$ cat src/rtl/pulse_meter.sv
// pulse_meter: measures the width (in clock cycles) of each pulse on 'in' and offers it over dav/rfd.
// Optional sticky overrun flag 'ovr' is built only when PULSE_METER_OVR_EN is defined.
module pulse_meter #(
   parameter int unsigned W = 8
) (
   input  logic         clock,
   input  logic         reset_,
   input  logic         in,
   input  logic         rfd,
   output logic         dav,
   output logic [W-1:0] len,
   output logic         busy
`ifdef PULSE_METER_OVR_EN
   ,
   output logic         ovr
`endif
);

   typedef enum logic [1:0] {
      IDLE,
      COUNT,
      OFFER,
      DONE
   } state_t;

   state_t star;
   logic   in_prev;
   logic   rise;
   logic   len_max;

   assign rise    = in & ~in_prev;
   assign len_max = &len;

   // In COUNT, busy=0 marks a finished pulse still waiting for rfd=1 before dav may rise.
   always_ff @(posedge clock) begin
      if (!reset_) begin
         star    <= IDLE;
         dav     <= 1'b0;
         busy    <= 1'b0;
         len     <= '0;
         in_prev <= 1'b1;
      end else begin
         in_prev <= in;
         case (star)
            IDLE: begin
               if (rise) begin
                  len  <= W'(1);
                  busy <= 1'b1;
                  star <= COUNT;
               end
            end
            COUNT: begin
               if (busy && in) begin
                  if (!len_max) len <= len + W'(1);
               end else begin
                  busy <= 1'b0;
                  if (rfd) begin
                     dav  <= 1'b1;
                     star <= OFFER;
                  end
               end
            end
            OFFER: begin
               if (!rfd) begin
                  dav  <= 1'b0;
                  star <= DONE;
               end
            end
            DONE: begin
               if (rfd) star <= IDLE;
            end
            default: star <= IDLE;
         endcase
      end
   end

`ifdef PULSE_METER_OVR_EN
   always_ff @(posedge clock) begin
      if (!reset_) begin
         ovr <= 1'b0;
      end else if (star == IDLE && rise) begin
         ovr <= 1'b0;
      end else if ((star == OFFER || star == DONE) && rise) begin
         ovr <= 1'b1;
      end else if (star == COUNT && busy && in && len_max) begin
         ovr <= 1'b1;
      end
   end
`endif

endmodule

$ cat config.mk
export PLATFORM = sky130hd
export DESIGN_NAME = pulse_meter
export DESIGN_NICKNAME = d
export VERILOG_FILES = /design/src/rtl/pulse_meter.sv
export SDC_FILE = /design/constraint.sdc
export NUM_CORES = 1
export LEC_CHECK = 0
export CORE_UTILIZATION = 40
export CTS_BUF_LIST = sky130_fd_sc_hd__clkbuf_16
export CTS_CLUSTER_DIAMETER = 100
export DETAILED_ROUTE_END_ITERATION = 16
export GPL_TIMING_DRIVEN = 0
export SYNTH_ARGS = -nofsm -noshare
export SYNTH_HDL_FRONTEND = slang
export SYNTH_SLANG_ARGS = --single-unit
$ cat constraint.sdc
create_clock -name clock -period 3.6 [get_ports clock]
set_input_delay 0.36 -clock clock [delete_from_list [all_inputs] [get_ports clock]]
set_output_delay 0.36 -clock clock [all_outputs]
set_load 0.02 [all_outputs]
==> summary.md, run 1 <==
| Metric | Value |
|---|---|
| Netlist cell types | 37 |
| CTS tree | yes |
| Critical Path RT | 3.24 ns |
| Cell total after placement | 123 |
| Met1 Usage GRT | 25.1% |
| Sink Count | 13 |
| Die ar. | 2180 um2 |
| Cell accounting for the most synthesized area | dfxtp_1 |
| Post-DR vias/cell | 5.36 |
| Max rail drop VDD | 0.000327 V |
| Via count | about 700 |
| Worst Path Buf+Inv | 1 |
| Seq cells post-synth | 13 |
| Crit start category | flop |
| Clk_lat worst skew | 0.24 ns |
| Largest net degree at the start of global routing | 11 |
| Reg clk slew, reported paths | ~0.04 ns |
| Initial core utilization | 44.3% |
| Drt first pass iters | 4 |
| Post-CTS Resized | 0 |
| Async set-reset flop share out of synthesis | 0% |
| Rel. slew slack | 74.1% |
| Worst Tran Pin Value | 0.388 ns |
| Nets@finish | 112 |
| CP cell instances | clkdlybuf4s50_1 |
| Setup CP Type | reg -> out |
| Reg2reg setup slack | approximately 2 ns |
| All-Layer GR Usage | 18.1% |
| Routing usage on met2 | 25.8% |
| RSZ-0062 raised after global routing | false |
| Mapped Cells | 85 |
| CP peak stage delay | 0.66 ns |
| DP Wirelength | 1210 um |
| Max clock buf depth | 2 |
| First-pass GRT wire length | 2740 um |
| CTS hold repair buffers | 0 |
| DRC errors left | 0 |
| Mapped cell area | 798 um2 |
| Post-synth EDFFs | 0 |
| Core Area | 1800 um2 |
| Vias in the first global route | 604 |
| Global Route met3 Usage | 5.88% |
| CTS buffer count | 3 |
| MaxCap Viol Count | 0 |
| Final setup violation count | 0 |
| Final period util | 47.8% |
| PD cells | between 500 and 600 nW/um2 |
| IO Port Bufs | 13 |
| Detailed Route WL | 1640 um |
| Final hold viol count | 0 |
| Post-route ant nets | 0 |
| Fillers | between 150 and 200 |
| CP delay by family, top | buffers and inverters |
| Initial antenna violation count | 0 |
| Die width | 46.7 um |
| Row Count | 15 |
| Global routing's busiest layer | met2 |
| CTS root buffer | clkbuf_16 |
| Fmax achieved | 0.581 GHz |
| Commonest non-fill, non-tap cells in the layout | dfxtp_1, clkdlybuf4s50_1, nand2_1 |
| Layout Cells excl Fill | 127 |
| CP arrival | 1.36 ns |
| Ant diodes | 0 |
| Area delta synth->final | 30.1% |
| Total grt overflow | 0 |
| Placer Congestion | 0.752 |
| I/O pins | 14 |
| Synthesized Nets | 94 |
| Mean Syn Cell Area | 9.39 um2 |
| Setup bufs post-CTS | 0 |
| Synth Flop Type | dfxtp_1 |
| Area share of the leading cell type in the synthesized netlist | between 30% and 40% |
| Status | completed |
| Part of the Yosys area used for sequential elements | 32.6% |
| Initial DRC Count | 17 |
| H-tree Lvls | 1 |
| Share of cells above drive strength 1 | between 10% and 20% |
| Worst Path Max Fanout | 7 |
| Die Height | 46.7 um |
| Top post-synthesis cells by area | dfxtp_1, ha_1, nand2_1, mux2i_1, o21ai_0 |
| Period minus WS final | ~1.7 ns |
| Final Skew | 0.00122 ns |
| Ys Warns | 0 |
| Leak | roughly 0.41 nW |
| Critical Path End Type | output port |
| Routed WL per cell | 12.9 um |
| HP Class | reg -> reg |
| Slowest CP cell | clkdlybuf4s50_1 |
| Fin. max-slew vios | 0 |
| Fin Hold WS | about 0.5 ns |
| Setup TNS Final | 0 ns |
state kept, by name, summed over array words and instances, names as in the netlist:
name	cells
busy	1
dav	1
in_prev	1
len	8
star	2
per-layer routing:
metal	wire length, um	share of wire [%]	up-vias
li1	-	-	347
met1	847	52	319
met2	710	43	13
met3	58	3.5	2
met4	21	1.3	0
met5	0	0	-
synthesized netlist by cell type (3+ instances only):
cell type / n
o21ai_0: 6
inv_1: 5
ha_1: 5
mux2i_1: 3
dfxtp_1: 13
nand2_1: 11
nand3_1: 5
cell families (layout without fill, tap and decap cells):
| logic type | Yosys count | count (layout) | synth area share [%] |
|---|---|---|---|
| flip-flops | 13 | 13 | 32.6 |
| AND/OR/NAND/NOR | 32 | 32 | 24.5 |
| AO/OA/AOI/OAI | 24 | 24 | 25.7 |
| multiplexers | 4 | 4 | 5.17 |
| buffers and inverters | 7 | 24 | 4.23 |
| adder cells (fa/ha/maj) | 5 | 5 | 7.84 |
final timing paths:
check	cells past startpoint	end	start
setup reg to reg	7	len[5]	star[1]
setup / recovery	1	len[3]	len[3]
hold reg to reg	2	star[1]	star[1]
hold / removal	2	star[1]	star[1]
where the power goes:
group	switching, mW	internal (mW)	total, mW
registers	0.0204	0.163	0.184
logic	0.122	0.105	0.227
clock network	0.0573	0.146	0.203
area by class of cell:
type                       count  area [um2]  share of cell area, %
buffer                         2        15.0                   1.45
clock buffer                   3        75.1                   7.23
clock inverter                 1        3.75                  0.361
inverter                       5        18.8                   1.81
multi-input combinational     65         504                   48.6
sequential                    13         260                   25.1
tap                           25        31.3                   3.01
timing repair buffer          13         130                   12.5
metrics by stage:
step / total power [mW] / worst slack (ns) / cell area, um2 / utilization (%)
floorplan: 0.357 / 2.02 / 798 / -
global placement: 0.414 / 1.74 / 960 / 53.3
detailed placement: 0.418 / 1.74 / 960 / 53.3
CTS: 0.624 / 1.89 / 1040 / 57.6
global route: 0.658 / 1.83 / 1040 / 57.6
finish: 0.615 / 1.88 / 1040 / 57.6
Note: power is estimated with default switching activity, not from simulation.
==> run 2, diff against run 1 <==
clock period = 1.69 ns   (was 3.6 ns; I/O delays follow)
==> summary.md, run 2 (same netlist as run 1, synthesis figures left out) <==
| Metric | Value |
|---|---|
| Commonest non-fill, non-tap cells in the layout | clkdlybuf4s50_1, dfxtp_1, nand2_1 |
| Row Count | 15 (unchanged) |
| CTS buffer count | 3 (unchanged) |
| Sink Count | 13 (unchanged) |
| Rel. slew slack | 72.3% (-1.8 points) |
| Max rail drop VDD | 0.000879 V (+170%) |
| Max clock buf depth | 2 (unchanged) |
| Largest net degree at the start of global routing | 11 (unchanged) |
| Setup TNS Final | 0 ns (unchanged) |
| Final Skew | 0.000817 ns (-0.000399 ns) |
| Die width | 46.7 um (unchanged) |
| Die ar. | 2180 um2 (unchanged) |
| Core Area | 1800 um2 (unchanged) |
| Share of cells above drive strength 1 | 17.5% (+3.8 points) |
| Critical Path End Type | flop |
| Final period util | 95.1% |
| Initial antenna violation count | 0 (unchanged) |
| Reg clk slew, reported paths | 0.04 ns (about the same) |
| IO Port Bufs | 13 (unchanged) |
| Detailed Route WL | 1700 um (+3.7%) |
| Fin. max-slew vios | 0 (unchanged) |
| Period minus WS final | between 1.5 and 2 ns |
| All-Layer GR Usage | 18.1% (unchanged) |
| Initial DRC Count | 14 (-3) |
| MaxCap Viol Count | 0 (unchanged) |
| Power Total | 1.38 mW (+120%) |
| Crit start category | flop |
| Leak | 0.429 nW (+3.6%) |
| Final setup violation count | 0 (unchanged) |
| Drt first pass iters | 4 (unchanged) |
| Vias in the first global route | 604 (unchanged) |
| Total grt overflow | 0 (unchanged) |
| Routed WL per cell | 13.3 um (+2.9%) |
| First-pass GRT wire length | 2740 um (unchanged) |
| I/O pins | 14 (unchanged) |
| Critical Path RT | 1.82 ns (-1.42 ns) |
| Worst Path Max Fanout | 8 (+1) |
| Status | completed |
| Via count | 701 (+2.9%) |
| H-tree Lvls | 1 (unchanged) |
| CP cell instances | inv_1 -> ha_2 -> a21boi_4 -> o211a_4 -> nand2_1 -> a32o_2 |
| CTS root buffer | clkbuf_16 |
| HP Class | reg -> reg |
| DRC errors left | 0 (unchanged) |
| PD cells | 1270 nW/um2 (+110%) |
| Max FFs per register | 8 (unchanged) |
| Initial core utilization | 44.3% (unchanged) |
| Post-DR vias/cell | 5.48 (+2.1%) |
| Largest registers | len: 8 flops, star: 2 flops |
| CP arrival | 1.74 ns (+0.38 ns) |
| Final hold viol count | 0 (unchanged) |
| Clk_lat worst skew | 0.24 ns (about the same) |
| Setup CP Type | reg -> reg |
| Leading cell type in the layout, fill and taps excluded | clkdlybuf4s50_1 |
| CTS tree | yes |
| Fin Hold WS | 0.500 ns (+0.000227 ns) |
| Largest Register | len |
| Die Height | 46.7 um (unchanged) |
| DP Wirelength | 1210 um (unchanged) |
| Slowest CP cell | dfxtp_1 |
| Post-route ant nets | 0 (unchanged) |
| Ant diodes | 0 (unchanged) |
| CP peak stage delay | 0.36 ns (-0.30 ns) |
| Nets@finish | 113 (+0.89%) |
| Fmax achieved | 0.622 GHz |
| Placer Congestion | 0.752 (unchanged) |
| Area delta synth->final | 36.0% |
| Worst Tran Pin Value | 0.416 ns (+0.0276 ns) |
[run 2: final timing paths]
path         startpoint  endpoint  slack [ns]  cells past startpoint
min             star[1]   star[1]        0.50                      2
max reg2reg     star[1]    len[5]        0.08                      6
min reg2reg     star[1]   star[1]        0.50                      2
max             star[1]    len[5]        0.08                      6
[run 2: power by group]
| group | switching, mW | internal, mW |
|---|---|---|
| Clock | 0.124 | 0.311 |
| Combinational | 0.281 | 0.259 |
| Sequential | 0.0525 | 0.350 |
| Total | 0.457 | 0.920 |
[run 2: area by class of cell]
class | instances | area, um2
clock buffer | 3 | 75.1
sequential | 13 | 262
clock inverter | 1 | 3.75
fill | 162 | 716
tap | 25 | 31.3
timing repair buffer | 14 | 138
inverter | 5 | 18.8
buffer | 2 | 18.8
multi-input combinational | 65 | 539
[run 2: repair_timing]
| item | CTS | global route |
|---|---|---|
| hold buffers | 0 | 0 |
| endpoints found under the setup margin | 0 | 8 |
| setup buffers | 0 | 1 |
| resized for setup | 0 | 7 |
| hold endpoints to repair | 0 | 0 |
[run 2: per-layer routing]
metal  GRT usage [%]  wire length, um
met4            6.86               21
met2            25.8              788
met1            25.1              811
met5               0                0
met3            5.88               76
[run 2: through the flow]
stage / cell area, um2 / util, % / std cells / setup WS [ns]
6_report: 1090 / 60.3 / 128 / 0.0824
5_1_grt: 1090 / 60.3 / 128 / -0.000321
4_1_cts: 1040 / 57.6 / 127 / 0.0336
3_5_place_dp: 960 / 53.3 / 123 / 0.0238
3_3_place_gp: 960 / 53.3 / 123 / 0.0194
2_1_floorplan: 798 / - / 85 / 0.110
[run 2: critical path: cells and delay by family, from the launching register on]
family | cells | cell delay [ns]
buf+inv | 1 | 0.10
simple gates | 1 | 0.07
fa+ha+maj | 1 | 0.23
flops | 1 | 0.36
compound gates | 3 | 0.73
==> run 3, diff against run 2 <==
CORE_MARGIN = 2   (was unset)
SLEW_MARGIN = 40   (was unset)
==> summary.md, run 3 (same netlist as run 1, synthesis figures left out) <==
| Metric | Value |
|---|---|
| CP cell instances | ha_1 -> nand4_4 -> o2111ai_4 -> nor2_2 -> a32o_2 |
| Final hold viol count | 0 (unchanged) |
| Post-DR vias/cell | 5.33 (-2.6%) |
| Place WS | 0.0442 ns (+0.0204 ns) |
| All-Layer GR Usage | 15.2% (-3.0 points) |
| Status | completed |
| Placer Congestion | 0.736 (-2.2%) |
| Leak | 0.420 nW (-2.0%) |
| Global routing's busiest layer | met2 |
| Met1 Usage GRT | 18.2% (-6.9 points) |
| Initial core utilization | 41.5% (-2.8 points) |
| Total grt overflow | 0 (unchanged) |
| Max FFs per register | 8 (unchanged) |
| Reg2reg path depth | 5 (-1) |
| Share of cells above drive strength 1 | 15.7% (-1.8 points) |
| Power share of the clock group | 33.0% (+1.4 points) |
| Final Skew | 0.00542 ns (+0.00461 ns) |
| Psw | 0.452 mW (-1.2%) |
| Comb pwr share | 37.7% (-1.5 points) |
| Min-Delay Path Depth | 2 (unchanged) |
| Setup bufs post-CTS | 0 (unchanged) |
| Via count | 688 (-1.9%) |
| CTS hold repair buffers | 0 (unchanged) |
| Max clock buf depth | 2 (unchanged) |
| Global Route met3 Usage | 3.09% (-2.8 points) |
| Initial antenna violation count | 0 (unchanged) |
| Worst Path Max Fanout | 5 (-3) |
| Largest registers | len: 8 flops, star: 2 flops |
| CP arrival | 1.75 ns (about the same) |
| Core Area | 1920 um2 (+6.7%) |
| Rel. slew slack | 70.2% (-2.1 points) |
| Nets@finish | 112 (-0.88%) |
| CP peak stage delay | 0.40 ns (+0.04 ns) |
| Initial DRC Count | 7 (-7) |
| CP delay by family, top | compound AO/OA/AOI/OAI gates |
| Final setup violation count | 0 (unchanged) |
| Setup CP Type | reg -> reg |
| I/O pins | 14 (unchanged) |
| Clk_lat worst skew | 0.24 ns (about the same) |
| Die width | 48.7 um (+4.3%) |
| Commonest non-fill, non-tap cells in the layout | dfxtp_1, clkdlybuf4s50_1, nand2_1 |
| Routing usage on met2 | 26.5% (+0.65 points) |
| Sink Count | 13 (unchanged) |
| Die ar. | 2370 um2 (+8.8%) |
| Fin Hold WS | 0.498 ns (-0.00244 ns) |
| Post-route ant nets | 0 (unchanged) |
| Internal Pwr Total | 0.892 mW (-3.1%) |
| Drt first pass iters | 4 (unchanged) |
| Detailed Route WL | 1740 um (+2.4%) |
| PD cells | 1260 nW/um2 (-0.62%) |
| Ant diodes | 0 (unchanged) |
| Critical Path RT | 1.82 ns (about the same) |
| Max rail drop VDD | 0.000876 V (-0.32%) |
| Flop pwr share | 29.3% (about the same) |
| IO Port Bufs | 13 (unchanged) |
| First-pass GRT wire length | 2860 um (+4.3%) |
| Net Sw Frac | 33.6% (+0.44 points) |
| Final period util | 95.9% (+0.79 points) |
| Setup TNS Final | 0 ns (unchanged) |
| Worst Setup Slack, final | 0.0691 ns (-0.0133 ns) |
| Area delta synth->final | 33.5% |
| Die Height | 48.7 um (+4.3%) |
| Worst Tran Pin Value | 0.448 ns (+0.0322 ns) |
| Largest Register | len |
| RSZ-0062 raised after global routing | false |
| Row Count | 16 (+1) |
| Worst Path Buf+Inv | 0 (-1) |
| Fmax achieved | 0.617 GHz (-0.82%) |
| DP Wirelength | 1170 um (-3.0%) |
| CTS root buffer | clkbuf_16 |
| Slowest CP cell | dfxtp_1 |
| HP Class | reg -> reg |
| Crit start category | flop |
| CTS buffer count | 3 (unchanged) |
| CP Depth | 5 (-1) |
| MaxCap Viol Count | 0 (unchanged) |
| Vias in the first global route | 625 (+3.5%) |
| H-tree Lvls | 1 (unchanged) |
| DRC errors left | 0 (unchanged) |
| CTS tree | yes |
| Period minus WS final | 1.62 ns (+0.0133 ns) |
| Critical Path End Type | flop |
| Reg clk slew, reported paths | 0.05 ns (about the same) |
| Fin. max-slew vios | 0 (unchanged) |
| Largest net degree at the start of global routing | 11 (unchanged) |
| Routed WL per cell | 13.5 um (+1.6%) |
[run 3: layer usage]
layer / wire [um] / vias up
met4: 13 / 0
li1: - / 347
met2: 867 / 9
met5: 0 / -
met1: 814 / 330
met3: 43 / 2
[run 3: worst paths after layout]
path | slack, ns | from | to
max | 0.07 | len[1] | len[5]
min | 0.50 | star[1] | star[1]
max reg2reg | 0.07 | len[1] | len[5]
min reg2reg | 0.50 | star[1] | star[1]
[run 3: layout make-up]
type,instances,area (um2)
Buffer,2,15.0
Clock buffer,3,75.1
Clock inverter,1,3.75
Fill cell,170,856
Inverter,5,18.8
Multi-Input combinational cell,65,529
Sequential cell,13,260
Tap cell,27,33.8
Timing Repair Buffer,13,130
[run 3: through the flow]
stage	utilization, %	instance area (um2)	power [mW]	cells
6_report	55.5	1070	1.34	129
5_1_grt	55.5	1070	1.43	129
4_1_cts	54.2	1040	1.33	129
3_5_place_dp	50.1	962	0.882	125
3_3_place_gp	50.1	962	0.877	125
2_1_floorplan	-	798	0.759	85
[run 3: worst register-to-register path: cells and delay by family (launching register included)]
family,cells,cell delay [ns]
compound gates,2,0.51
fa+ha+maj,1,0.34
simple gates,2,0.26
flops,1,0.40
[run 3: power by group through the flow]
stage,Sequential (mW),Clock (mW),Combinational [mW]
final,0.394,0.444,0.507
after global routing,0.402,0.469,0.555
after CTS,0.391,0.451,0.491
after detailed placement,0.397,0,0.485
after global placement,0.395,0,0.482
after floorplan,0.416,0,0.344
[run 3: timing repair]
| action | CTS | global route |
|---|---|---|
| setup endpoints to repair | 0 | 8 |
| gates resized for setup | 0 | 4 |
| endpoints found under the hold margin | 0 | 0 |
